$ cat src/rtl/elevator_pkg.sv
// Shared types and constants for the 4-floor elevator controller.
// Consumed by elevator_ctrl and elevator_next_dir.
package elevator_pkg;

    localparam int NUM_FLOORS = 4;

    typedef logic [1:0] floor_t;

    typedef enum logic [1:0] {
        DIR_IDLE = 2'b00,
        DIR_UP   = 2'b01,
        DIR_DOWN = 2'b10
    } dir_t;

    typedef enum logic [1:0] {
        IDLE = 2'b00,
        MOVE = 2'b01,
        OPEN = 2'b10
    } state_t;

    // One-hot mask selecting a single floor in a pending-call vector.
    function automatic logic [NUM_FLOORS-1:0] floor_mask(input floor_t f);
        logic [NUM_FLOORS-1:0] m;
        m = '0;
        m[f] = 1'b1;
        return m;
    endfunction

endpackage

$ cat src/rtl/elevator_next_dir.sv
// Combinational call scan: calls above/below/at the car and the direction
// the car should take after a stop, preferring to keep its last direction.
module elevator_next_dir
    import elevator_pkg::*;
(
    input  logic [NUM_FLOORS-1:0] pend_nxt_i,
    input  floor_t                position_i,
    input  dir_t                  last_dir_i,
    output logic                  any_above_o,
    output logic                  any_below_o,
    output logic                  here_o,
    output dir_t                  next_dir_o
);

    always_comb begin
        any_above_o = 1'b0;
        any_below_o = 1'b0;
        for (int f = 0; f < NUM_FLOORS; f++) begin
            if (f > int'(position_i)) any_above_o = any_above_o | pend_nxt_i[f];
            if (f < int'(position_i)) any_below_o = any_below_o | pend_nxt_i[f];
        end
        here_o = pend_nxt_i[position_i];
    end

    // A car last heading down keeps going down while work remains below.
    always_comb begin
        next_dir_o = DIR_IDLE;
        if (last_dir_i == DIR_DOWN) begin
            if (any_below_o)      next_dir_o = DIR_DOWN;
            else if (any_above_o) next_dir_o = DIR_UP;
        end else begin
            if (any_above_o)      next_dir_o = DIR_UP;
            else if (any_below_o) next_dir_o = DIR_DOWN;
        end
    end

endmodule

$ cat src/rtl/elevator_ctrl.sv
// Single-car 4-floor elevator controller: latches calls, moves one floor per
// clock, stops with the door open. Macro ELEVATOR_DOOR_REOPEN_EN enables door reopen.
module elevator_ctrl
    import elevator_pkg::*;
#(
    parameter int DOOR_CYCLES = 1
) (
    input  logic       clk,
    input  logic       reset,
    input  logic [2:0] button_up,
    input  logic [2:0] button_down,
    input  logic [3:0] button_in,
    output logic [2:0] position,
    output logic       open,
    output logic [1:0] direction,
    output state_t     dbg_state_o
);

    localparam int CNT_W = (DOOR_CYCLES > 1) ? $clog2(DOOR_CYCLES) : 1;
    localparam logic [CNT_W-1:0] CNT_LOAD = CNT_W'(DOOR_CYCLES - 1);

    state_t                state_q;
    floor_t                pos_q;
    logic                  open_q;
    dir_t                  dir_q;
    dir_t                  last_dir_q;
    logic [NUM_FLOORS-1:0] pend_q;
    logic [CNT_W-1:0]      door_cnt_q;

    logic [NUM_FLOORS-1:0] pend_d;
    floor_t                pos_step_d;
    logic                  any_above;
    logic                  any_below;
    logic                  here;
    logic                  reopen;
    dir_t                  next_dir;

    // Merge the current button levels into the latched calls, per floor.
    always_comb begin
        pend_d    = pend_q;
        pend_d[0] = pend_d[0] | button_up[0] | button_in[0];
        pend_d[1] = pend_d[1] | button_up[1] | button_down[0] | button_in[1];
        pend_d[2] = pend_d[2] | button_up[2] | button_down[1] | button_in[2];
        pend_d[3] = pend_d[3] | button_down[2] | button_in[3];
    end

    always_comb begin
        pos_step_d = (dir_q == DIR_DOWN) ? pos_q - 2'd1 : pos_q + 2'd1;
`ifdef ELEVATOR_DOOR_REOPEN_EN
        reopen = here;
`else
        reopen = 1'b0;
`endif
    end

    elevator_next_dir u_next_dir (
        .pend_nxt_i  (pend_d),
        .position_i  (pos_q),
        .last_dir_i  (last_dir_q),
        .any_above_o (any_above),
        .any_below_o (any_below),
        .here_o      (here),
        .next_dir_o  (next_dir)
    );

    always_ff @(posedge clk) begin
        if (reset) begin
            state_q    <= IDLE;
            pos_q      <= '0;
            open_q     <= 1'b0;
            dir_q      <= DIR_IDLE;
            last_dir_q <= DIR_UP;
            pend_q     <= '0;
            door_cnt_q <= '0;
        end else begin
            pend_q <= pend_d;
            case (state_q)
                IDLE: begin
                    if (here) begin
                        open_q     <= 1'b1;
                        dir_q      <= DIR_IDLE;
                        pend_q     <= pend_d & ~floor_mask(pos_q);
                        door_cnt_q <= CNT_LOAD;
                        state_q    <= OPEN;
                    end else if (any_above) begin
                        dir_q   <= DIR_UP;
                        state_q <= MOVE;
                    end else if (any_below) begin
                        dir_q   <= DIR_DOWN;
                        state_q <= MOVE;
                    end
                end
                MOVE: begin
                    pos_q      <= pos_step_d;
                    last_dir_q <= dir_q;
                    if (pend_d[pos_step_d]) begin
                        open_q     <= 1'b1;
                        dir_q      <= DIR_IDLE;
                        pend_q     <= pend_d & ~floor_mask(pos_step_d);
                        door_cnt_q <= CNT_LOAD;
                        state_q    <= OPEN;
                    end
                end
                OPEN: begin
                    // Calls at the open floor are served by this stop.
                    pend_q <= pend_d & ~floor_mask(pos_q);
                    if (reopen) begin
                        door_cnt_q <= CNT_LOAD;
                    end else if (door_cnt_q == '0) begin
                        open_q  <= 1'b0;
                        dir_q   <= next_dir;
                        state_q <= (next_dir == DIR_IDLE) ? IDLE : MOVE;
                    end else begin
                        door_cnt_q <= door_cnt_q - CNT_W'(1);
                    end
                end
                default: state_q <= IDLE;
            endcase
        end
    end

    assign position    = {1'b0, pos_q};
    assign open        = open_q;
    assign direction   = dir_q;
    assign dbg_state_o = state_q;

endmodule

$ cat config.mk
export PLATFORM = sky130hd
export DESIGN_NAME = elevator_ctrl
export DESIGN_NICKNAME = d
export VERILOG_FILES = /design/src/rtl/elevator_pkg.sv /design/src/rtl/elevator_next_dir.sv /design/src/rtl/elevator_ctrl.sv
export SDC_FILE = /design/constraint.sdc
export NUM_CORES = 1
export LEC_CHECK = 0
export CORE_MARGIN = 2
export CORE_UTILIZATION = 50
export DETAILED_ROUTE_END_ITERATION = 8
export PLACE_DENSITY_LB_ADDON = 0.25
export SLEW_MARGIN = 10
export SYNTH_ARGS = -nofsm -noshare
export SYNTH_HDL_FRONTEND = slang
export SYNTH_HIERARCHICAL = 1
export SYNTH_SLANG_ARGS = --single-unit
$ cat constraint.sdc
create_clock -name clk -period 6.4 [get_ports clk]
set_input_delay 0.64 -clock clk [delete_from_list [all_inputs] [get_ports clk]]
set_output_delay 0.64 -clock clk [all_outputs]
set_load 0.005 [all_outputs]
==> impl_metrics.ini <==
[global_route]
grt-ovfl-total = 0
grt_pass1_vias = 954
grt_pass1_wl_um = 3920
antenna_found_initial = 0
grt_max_degree = 14
grtUsageTotal_pct = 25.1

[floorplan]
fp.dieW_um = 47.7
ios = 20
rows = 15
die_h_um = 47.7
start_util_pct = 54.0
design.core.area_sq_um = 1760
die_area_sq_um = 2270

[finish]
diodes = 0
final_area_sq_um = 1160
final_layout_size_suffix_gt1_share_pct = 11.2
syn_to_final_growth_pct = 21.8
fillers = 155
nets = 146
layout_commonest_cell = clkdlybuf4s50_1
final_cells = 150
layout_common_cells = clkdlybuf4s50_1, dfxtp_1, inv_1, ha_1, a31oi_1

[sta]
post-route-min-period_ns = 3.19
post-route-period-util_pct = 49.8
fmax_mhz = 313
tightest_slew_ns = 0.602
maxSlewHeadroom_pct = 59.6
hold_slack_ns = 0.496
maxSlewViolCount = 0
hold_viol = 0
setup_viol = 0
worst_slack_ns = 3.21
clock_skew_ns = 0.00913
rsz0062_at_grt = no
tns_ns = 0

[setup_path]
crit_path_end_kind = flip-flop
reg2reg_from = pend_q[2]$_SDFF_PP0_
r2r_end = dbg_state_o[1]$_SDFFE_PP0P_
critPathMaxFanout = 6
rr_worst_depth = 7
cp_slowest_cell = or4_1
ff2ff_setup_slack_ns = 3.65
worstSetupStartpointType = input port
critPathTopFamily = simple AND/OR/NAND/NOR gates
cp_cell_sequence = clkdlybuf4s50_1 > or4_1 > mux4_2 > nand2b_1 > nor3_1 > a31oi_1 > a21o_1 > a21oi_1
crit_type = in2reg
path_buf_inv = 1
worstPathArrival_ns = 3.41
required_ns = 6.62
max_stage_delay_ns = 0.68

[yosys]
synthTopCellsByArea = dfxtp_1, ha_1, a31oi_1
postSynthCellCount = 107
synth_ff_type = dfxtp_1
avgSynthCellArea_sq_um = 8.91
synth_top_area_share_pct = 27.3
netlist_area_sq_um = 953
ys_types = 39
synth_edf_count = 0
yosys_warnings = 6
ys_seq_area_share_pct = 27.3
synthArstFlopShare_pct = 0
syn_nets = 127
yosys.area.top_type = dfxtp_1
synth_seq_cells = 13

[cts]
postCtsSetupBuffers = 0
cts_made_buffers = 3
cts_tree = done
clock-sinks = 13
cts_resized = 0
cts_root_buf = clkbuf_4
cts_hold_buffers = 0
clk_pin_slew_ns = 0.09
clk_latency_ns = 0.30
cts_htree_levels = 1
clock_path_buffers = 2

[min_path]
holdPathStages = 2
min_to = last_dir_q[0]$_SDFFE_PP1P_
holdCritPathClass = reg2reg
min-delay-start = last_dir_q[0]$_SDFFE_PP1P_

[detailed_routing]
drt-initial-drc-count = 45
ant_nets = 0
vias_per_cell = 6.29
wl_um = 2300
drcViolationCount = 0
drt_first_pass_iters = 4
avgRoutedWirePerCell_um = 15.3
dr_total_vias = 944

[power_and_ir_drop]
p_leak_nw = 0.423
ir_drop_mv = 0.237
p_int_mw = 0.265
p_switching_mw = 0.196
power.density_nw_per_um2 = 397
clockPowerShare_pct = 12.1
switching_share_pct = 42.5
pwr-share-seq_pct = 31.3
pwr-share-comb_pct = 56.6

[run_status]
run_status = completed

[job]
max_cap_violations = 0

[place]
dp_hpwl_um = 1690
io_buffers = 18
placed_cell_area_sq_um = 1130
gp_congestion = 0.855
pre_cts_ws_ns = 2.98
numPlacedInstances = 146
power groups by stage:
| stage | clock [mW] | sequential (mW) | combinational, mW |
|---|---|---|---|
| finish | 0.0556 | 0.144 | 0.261 |
| global route | 0.0591 | 0.150 | 0.289 |
| CTS | 0.0555 | 0.144 | 0.260 |
| detailed placement | 0 | 0.146 | 0.258 |
| global placement | 0 | 0.145 | 0.248 |
| floorplan | 0 | 0.137 | 0.190 |
synthesized netlist by cell type, types with 2 or more instances:
| master | number |
|---|---|
| dfxtp_1 | 13 |
| nand2_1 | 6 |
| nor3_1 | 5 |
| o22ai_1 | 2 |
| o21ai_0 | 5 |
| xnor2_1 | 2 |
| a211oi_1 | 3 |
| mux2i_1 | 2 |
| inv_1 | 8 |
| a31oi_1 | 7 |
| ha_1 | 8 |
| and3_4 | 2 |
| buf_4 | 2 |
| or4_1 | 2 |
| nand2b_1 | 6 |
| nor2_1 | 5 |
| nor2b_1 | 2 |
| a21oi_1 | 6 |
tightest hold or removal path, cell delays in order (launching register included):
cell and delay [ns]:
dfxtp_1 0.35, mux2i_1 0.07, nand2_1 0.06
layer usage:
layer  vias to the layer above  track usage (%)  routed length [um]  part of all wire, %
met5                         -                0                   0                    0
met4                         0             15.7                  80                  3.5
met3                        15             10.2                 225                  9.8
met2                        71             39.5                1100                   48
met1                       431             28.1                 888                   39
li1                        427                -                   -                    -
cell type report:
cell class / count / area [sq um] / share of cell area (%)
Clock buffer: 4 / 26.3 / 2.26
Inverter: 8 / 30.0 / 2.59
Multi-Input combinational cell: 82 / 633 / 54.5
Sequential cell: 13 / 260 / 22.4
Tap cell: 25 / 31.3 / 2.69
Timing Repair Buffer: 18 / 180 / 15.5
sequential cells by signal, indices dropped and copies added (netlist names):
name         count
open             1
pend_q           4
dbg_state_o      2
pos_q            2
last_dir_q       2
direction        2
worst max-delay path by stage:
| stage | startpoint | endpoint | slack, ns | depth (start not counted) |
|---|---|---|---|---|
| finish | button_up[2] | dbg_state_o[1]$_SDFFE_PP0P_ | 3.21 | 8 |
| global placement | button_up[2] | dbg_state_o[1]$_SDFFE_PP0P_ | 3.07 | 8 |
| floorplan | button_up[2] | dbg_state_o[1]$_SDFFE_PP0P_ | 3.61 | 7 |
| global route | button_up[2] | dbg_state_o[1]$_SDFFE_PP0P_ | 3.05 | 8 |
| CTS | button_up[2] | dbg_state_o[1]$_SDFFE_PP0P_ | 3.25 | 8 |
| detailed placement | button_up[2] | dbg_state_o[1]$_SDFFE_PP0P_ | 2.98 | 8 |
cells by family (layout without fill, tap and decap cells):
| family | Yosys count | after routing | share of synthesized area, % |
|---|---|---|---|
| AO/OA/AOI/OAI | 34 | 34 | 27.4 |
| buffers and inverters | 12 | 30 | 6.30 |
| AND/OR/NAND/NOR | 34 | 34 | 21.8 |
| multiplexers | 3 | 3 | 4.46 |
| other | 1 | 1 | 0.393 |
| flip-flops | 13 | 13 | 27.3 |
| XOR/XNOR | 2 | 2 | 1.84 |
| adder cells (fa/ha/maj) | 8 | 8 | 10.5 |
per-stage QoR:
step	total power, mW	utilization, %
2_1_floorplan	0.327	-
3_3_place_gp	0.394	64.3
3_5_place_dp	0.404	64.3
4_1_cts	0.460	65.8
5_1_grt	0.498	65.8
6_report	0.461	65.8
(Power assumes the default switching activity.)
